### src/rtl/bram0_stream_loader.sv
`default_nettype none
// ============================================================================
//  Module      : bram0_stream_loader
//  Description : Fill stage for the accessor's input memory (BRAM0). Accepts
//                an element stream over valid/ready, packs LANES elements per
//                DWIDTH-bit word (lane 0 in the LSBs) and writes a programmed
//                number of words to BRAM0 port B starting at address 0.
//                done_o pulses once when the transfer completes and is meant
//                to drive the downstream accessor's start_run_i.
//  Ports       : clk, reset          - clock, async active-high reset
//                start_load_i        - start pulse (honoured in IDLE only)
//                load_count_i        - words to write (clamped to MEM_SIZE)
//                s_valid_i/s_data_i  - stream input
//                s_ready_o           - stream ready
//                idle_o/load_o       - FSM state flags
//                done_o              - one-cycle completion pulse
//                addr_b0_o, ce_b0_o, we_b0_o, d_b0_o - BRAM0 port B write
//  Revision    : 1.0 - initial release
// ============================================================================
module bram0_stream_loader #(
    parameter int CNT_BIT       = 31,
    parameter int DWIDTH        = 32,
    parameter int AWIDTH        = 8,
    parameter int MEM_SIZE      = 256,
    parameter int IN_DATA_WIDTH = 8
) (
    input  logic                     clk,
    input  logic                     reset,
    input  logic                     start_load_i,
    input  logic [CNT_BIT-1:0]       load_count_i,
    input  logic                     s_valid_i,
    input  logic [IN_DATA_WIDTH-1:0] s_data_i,
    output logic                     s_ready_o,
    output logic                     idle_o,
    output logic                     load_o,
    output logic                     done_o,
    output logic [AWIDTH-1:0]        addr_b0_o,
    output logic                     ce_b0_o,
    output logic                     we_b0_o,
    output logic [DWIDTH-1:0]        d_b0_o
);

    localparam int LANES = DWIDTH / IN_DATA_WIDTH;
    localparam int LW    = (LANES > 1) ? $clog2(LANES) : 1;
    // Count register must be able to hold MEM_SIZE itself (a full memory).
    localparam int CW    = $clog2(MEM_SIZE + 1);

    localparam logic [CNT_BIT-1:0] c_MEM_SIZE_CNT = CNT_BIT'(MEM_SIZE);
    localparam logic [LW-1:0]      c_LAST_LANE    = LW'(LANES - 1);

    typedef enum logic [1:0] {
        S_IDLE = 2'd0,
        S_LOAD = 2'd1,
        S_DONE = 2'd2
    } state_t;

    state_t              r_state;
    logic [CW-1:0]       r_count;
    logic [CW-1:0]       r_words;      // words fully accepted so far
    logic [LW-1:0]       r_lane;
    logic [DWIDTH-1:0]   r_pack;
    logic                r_ce;
    logic                r_we;
    logic                r_done;
    logic [AWIDTH-1:0]   r_addr;
    logic [DWIDTH-1:0]   r_data;

    logic [CW-1:0]       w_eff_count;
    logic [DWIDTH-1:0]   w_pack_next;
    logic                w_hs;

    // Clamp so the address never wraps past the end of BRAM0.
    assign w_eff_count = (load_count_i > c_MEM_SIZE_CNT) ? CW'(MEM_SIZE)
                                                         : CW'(load_count_i);

    // Ready depends only on registered state, never on s_valid_i.
    assign s_ready_o = (r_state == S_LOAD) && (r_words < r_count);
    assign w_hs      = s_valid_i && s_ready_o;

    // Pack register with the incoming element merged into the current lane,
    // so the completing element goes straight into the write data.
    always_comb begin
        w_pack_next = r_pack;
        w_pack_next[r_lane*IN_DATA_WIDTH +: IN_DATA_WIDTH] = s_data_i;
    end

    always_ff @(posedge clk or posedge reset) begin
        if (reset) begin
            r_state <= S_IDLE;
            r_count <= '0;
            r_words <= '0;
            r_lane  <= '0;
            r_pack  <= '0;
            r_ce    <= 1'b0;
            r_we    <= 1'b0;
            r_done  <= 1'b0;
            r_addr  <= '0;
            r_data  <= '0;
        end else begin
            r_ce   <= 1'b0;
            r_we   <= 1'b0;
            r_done <= 1'b0;
            case (r_state)
                S_IDLE: begin
                    if (start_load_i) begin
                        r_count <= w_eff_count;
                        r_words <= '0;
                        r_lane  <= '0;
                        r_pack  <= '0;
                        if (w_eff_count == '0) begin
                            r_state <= S_DONE;
                            r_done  <= 1'b1;
                        end else begin
                            r_state <= S_LOAD;
                        end
                    end
                end
                S_LOAD: begin
                    // The final strobe is on the outputs this cycle; ready is
                    // already low, so no handshake can coincide with it.
                    if (r_we && (r_words == r_count)) begin
                        r_state <= S_DONE;
                        r_done  <= 1'b1;
                    end else if (w_hs) begin
                        if (r_lane == c_LAST_LANE) begin
                            r_ce    <= 1'b1;
                            r_we    <= 1'b1;
                            r_addr  <= AWIDTH'(r_words);
                            r_data  <= w_pack_next;
                            r_words <= r_words + CW'(1);
                            r_lane  <= '0;
                            r_pack  <= '0;
                        end else begin
                            r_lane  <= r_lane + LW'(1);
                            r_pack  <= w_pack_next;
                        end
                    end
                end
                S_DONE: begin
                    r_state <= S_IDLE;
                end
                default: begin
                    r_state <= S_IDLE;
                end
            endcase
        end
    end

    assign idle_o    = (r_state == S_IDLE);
    assign load_o    = (r_state == S_LOAD);
    assign done_o    = r_done;
    assign ce_b0_o   = r_ce;
    assign we_b0_o   = r_we;
    assign addr_b0_o = r_addr;
    assign d_b0_o    = r_data;

endmodule
`default_nettype wire

### config.mk
export PLATFORM = sky130hd
export DESIGN_NAME = bram0_stream_loader
export DESIGN_NICKNAME = d
export VERILOG_FILES = /design/src/rtl/bram0_stream_loader.sv
export SDC_FILE = /design/constraint.sdc
export NUM_CORES = 1
export LEC_CHECK = 0
export ABC_AREA = 1
export BUFFER_PORTS_ARGS = -buffer_cell sky130_fd_sc_hd__buf_2
export CAP_MARGIN = 20
export CELL_PAD_IN_SITES_DETAIL_PLACEMENT = 1
export CELL_PAD_IN_SITES_GLOBAL_PLACEMENT = 1
export CORE_MARGIN = 8
export CORE_UTILIZATION = 41
export DETAILED_ROUTE_END_ITERATION = 16
export HOLD_SLACK_MARGIN = 0.02
export PLACE_DENSITY_LB_ADDON = 0.15
export SLEW_MARGIN = 0
export SYNTH_ARGS = -nofsm -noshare
export SYNTH_HDL_FRONTEND = slang
export SYNTH_SLANG_ARGS = --single-unit
### constraint.sdc
create_clock -name clk -period 3.5 [get_ports clk]
set_input_delay 0.7 -clock clk [delete_from_list [all_inputs] [get_ports clk]]
set_output_delay 0.7 -clock clk [all_outputs]
set_load 0.02 [all_outputs]
==> impl_metrics.yaml <==
global_route:
  use_met3_pct: 5.28
  grt_use_met1_pct: 24.9
  antenna_found_initial: 0
  use_met2_pct: 33.2
  grt_pass1_wl_um: 26000
  grt_pass1_vias: 5162
  gr-usage-all-layers_pct: 19.8
  top_usage_layer: "met2"
  overflow: 0
  grt_max_degree: 60
route:
  viasPerCell: 5.27
  vias: 4745
  drt-total-wl_um: 15400
  ant_nets: 0
  drtIter0Drc: 275
  wl_per_cell_um: 17.1
  drc: 0
  drt_pass1_iterations: 4
setup_path:
  ff2ff_path_depth: 11
  cp-end-kind: "output pin"
  cp_top_family: "flip-flops"
  worst-endpoint-arrival_ns: 1.98
  crit_chain: "ha_1, nand2_1, inv_1, nand2_1, nand2_1, nand2_1, inv_1, nor2_1, buf_2"
  slowest_delay_ns: 0.55
  regToRegSetupSlack_ns: 0.92
  cp-start-kind: "flip-flop"
  timing.rr.end: "d_b0_o[5]"
  r2r_start: "r_words[3]"
  path_class: "flip-flop to output pin"
  cpMostUsedCell: "nand2_1"
  critPathBufInv: 3
  crit_slowest_cell: "dfrtp_1"
  crit_required_ns: 2.80
  crit_fanout: 9
power:
  ir_drop_v: 0.000410
  clockPowerShare_pct: 44.3
  p_int_mw: 1.67
  p_sw_share_pct: 21.6
  leakage_nw: 3.22
  powerDensity_mw_per_mm2: 359
  p_comb_share_pct: 3.7
  report.power.total_mw: 2.13
  p_sw_mw: 0.461
  seqPwrFrac_pct: 52.0
die:
  core_mm2: 0.0124
  fp.dieW_um: 128
  die_area_mm2: 0.0164
  start_util_pct: 41.4
  fp.dieH_um: 128
  num_io_pins: 89
  row_count: 41
cells_and_area:
  diodes: 0
  layout-drive-gt1-share_pct: 17.2
  final_cell_area_mm2: 0.00594
  finalNetCount: 786
  syn_to_final_growth_pct: 15.6
  final_core_util_pct: 47.9
logic_synthesis:
  seq_area_frac_synth_pct: 46.7
  synthArstFlopShare_pct: 100
  synth-seq-cells: 96
  synth_common_cells: "nand2_1 (182), dfrtp_1 (96), nor2_1 (76), inv_1 (63), nand4_1 (48)"
  synth_area_leaders: "dfrtp_1 (47%), nand2_1 (13%), nand4_1 (5.8%)"
  synth.top_cell.area_share_pct: 46.7
  yosysWarnings: 0
  yosysMostFrequentCell: "nand2_1"
  synth_top_area_cell: "dfrtp_1"
  synth_cell_types: 33
  synthCells: 653
  ys.flop_type: "dfrtp_1"
  syn_nets: 712
  synth_edf_count: 0
  syn-cell-area_mm2: 0.00514
  avgSynthCellArea_um2: 7.87
placement:
  gp_congestion: 0.857
  dp_slack_ns: 0.919
  postPlaceCellArea_mm2: 0.00568
  hpwl_um: 10900
  port_buffers: 88
timing:
  fin_skew_ns: 0.0124
  hold_viol_final: 0
  worst_pin_slew_ns: 0.911
  fmax_mhz: 374
  drv_slew: 0
  worst_slack_ns: 0.824
  tns_ns: 0
  rsz0062_at_grt: "no"
  period_minus_slack_ns: 2.68
  slew_headroom_pct: 38.8
  fin_crit_sh_pct: 76.4
  finalSetupViolCount: 0
clocking:
  ctsResizeCount: 0
  ctsHoldBuffers: 0
  cts_buffers: 9
  cts_num_sinks: 96
  cts.clk_slew.worst_paths_ns: 0.06
  cts_tree: "yes"
  cts_max_path_buffers: 2
  postCtsSetupRepairBufs: 0
  worstSkewPairLatency_ns: 0.35
  cts_root_buffer: "clkbuf_16"
  htreeDepth: 3
worst_hold_path:
  worstHoldPathType: "input port to async pin"
run_status:
  status: "completed"
job:
  maxCapViolCount: 0
==> how the worst max path moves through the flow <==
stage          startpoint            to  slack (ns)  depth (start not counted)
6_report       r_words[3]     s_ready_o        0.82                          9
5_1_grt        r_words[3]    d_b0_o[23]        0.63                         12
4_1_cts        r_words[3]     s_ready_o        0.82                          9
3_5_place_dp   r_words[3]     d_b0_o[5]        0.92                          9
3_3_place_gp    r_lane[0]    r_pack[17]        1.02                          8
2_1_floorplan       reset  addr_b0_o[0]        0.29                          1
==> cell type report <==
type	count	area (µm²)
clock buffer	10	229
clock inverter	2	35.0
fill	1585	6470
inverter	71	268
multi-input combinational	454	2290
sequential	96	2400
tap	172	215
timing repair buffer	95	505
==> flip-flops by register name (all words and copies together) (netlist names) <==
name,flops
r_words,9
r_lane,2
d_b0_o,32
done_o,1
r_state,2
r_pack,32
we_b0_o,1
addr_b0_o,8
r_count,9
==> logic make-up (layout without fill, tap and decap cells) <==
kind of cell | Yosys count | count (layout) | synth area share, %
AOI/OAI and AO/OA | 78 | 78 | 9.13
xor gates and xnor gates | 2 | 2 | 0.341
adders and majority gates | 16 | 16 | 3.89
buffers and inverters | 103 | 178 | 8.76
DFF | 96 | 96 | 46.7
and+or+nand+nor | 358 | 358 | 31.2
==> power groups by stage <==
stage          clock (mW)  combinational, mW  sequential [mW]
2_1_floorplan           0             0.0338             1.13
3_3_place_gp            0             0.0767             1.13
3_5_place_dp            0             0.0808             1.13
4_1_cts             0.966             0.0811             1.11
5_1_grt              1.02             0.0896             1.11
6_report            0.945             0.0791             1.11
==> per-layer routing <==
layer  vias up  wire length (µm)
met5         -                 0
met4         0               238
met2        89              7570
met3        16               778
met1      2336              6810
li1       2304                 -
==> worst register-to-register path, cell delays in order (launching register included) <==
cell	delay [ns]
dfrtp_1	0.50
ha_1	0.34
nand2_1	0.10
inv_1	0.09
nand2_1	0.06
nand2_1	0.06
nand2_1	0.08
nand4_2	0.11
inv_2	0.04
nand2_2	0.47
buf_4	0.47
o21ai_0	0.15
==> cell usage in the layout, fill, tap and decap left out, types with 12 or more instances in the layout <==
cell type,instances
nand2_1,182
dfrtp_1,96
buf_2,88
nor2_1,76
inv_1,62
nand4_1,48
o21ai_1,26
a22oi_1,24
nand3_1,18
ha_1,16
o21ai_0,12
==> stage by stage <==
stage,hold slack (ns),std cells
after global placement,0.453,888
final,0.433,900
after global routing,0.486,900
after floorplan,0.442,653
after CTS,0.457,900
after detailed placement,0.459,888
Power figures use the tool's default switching activity.
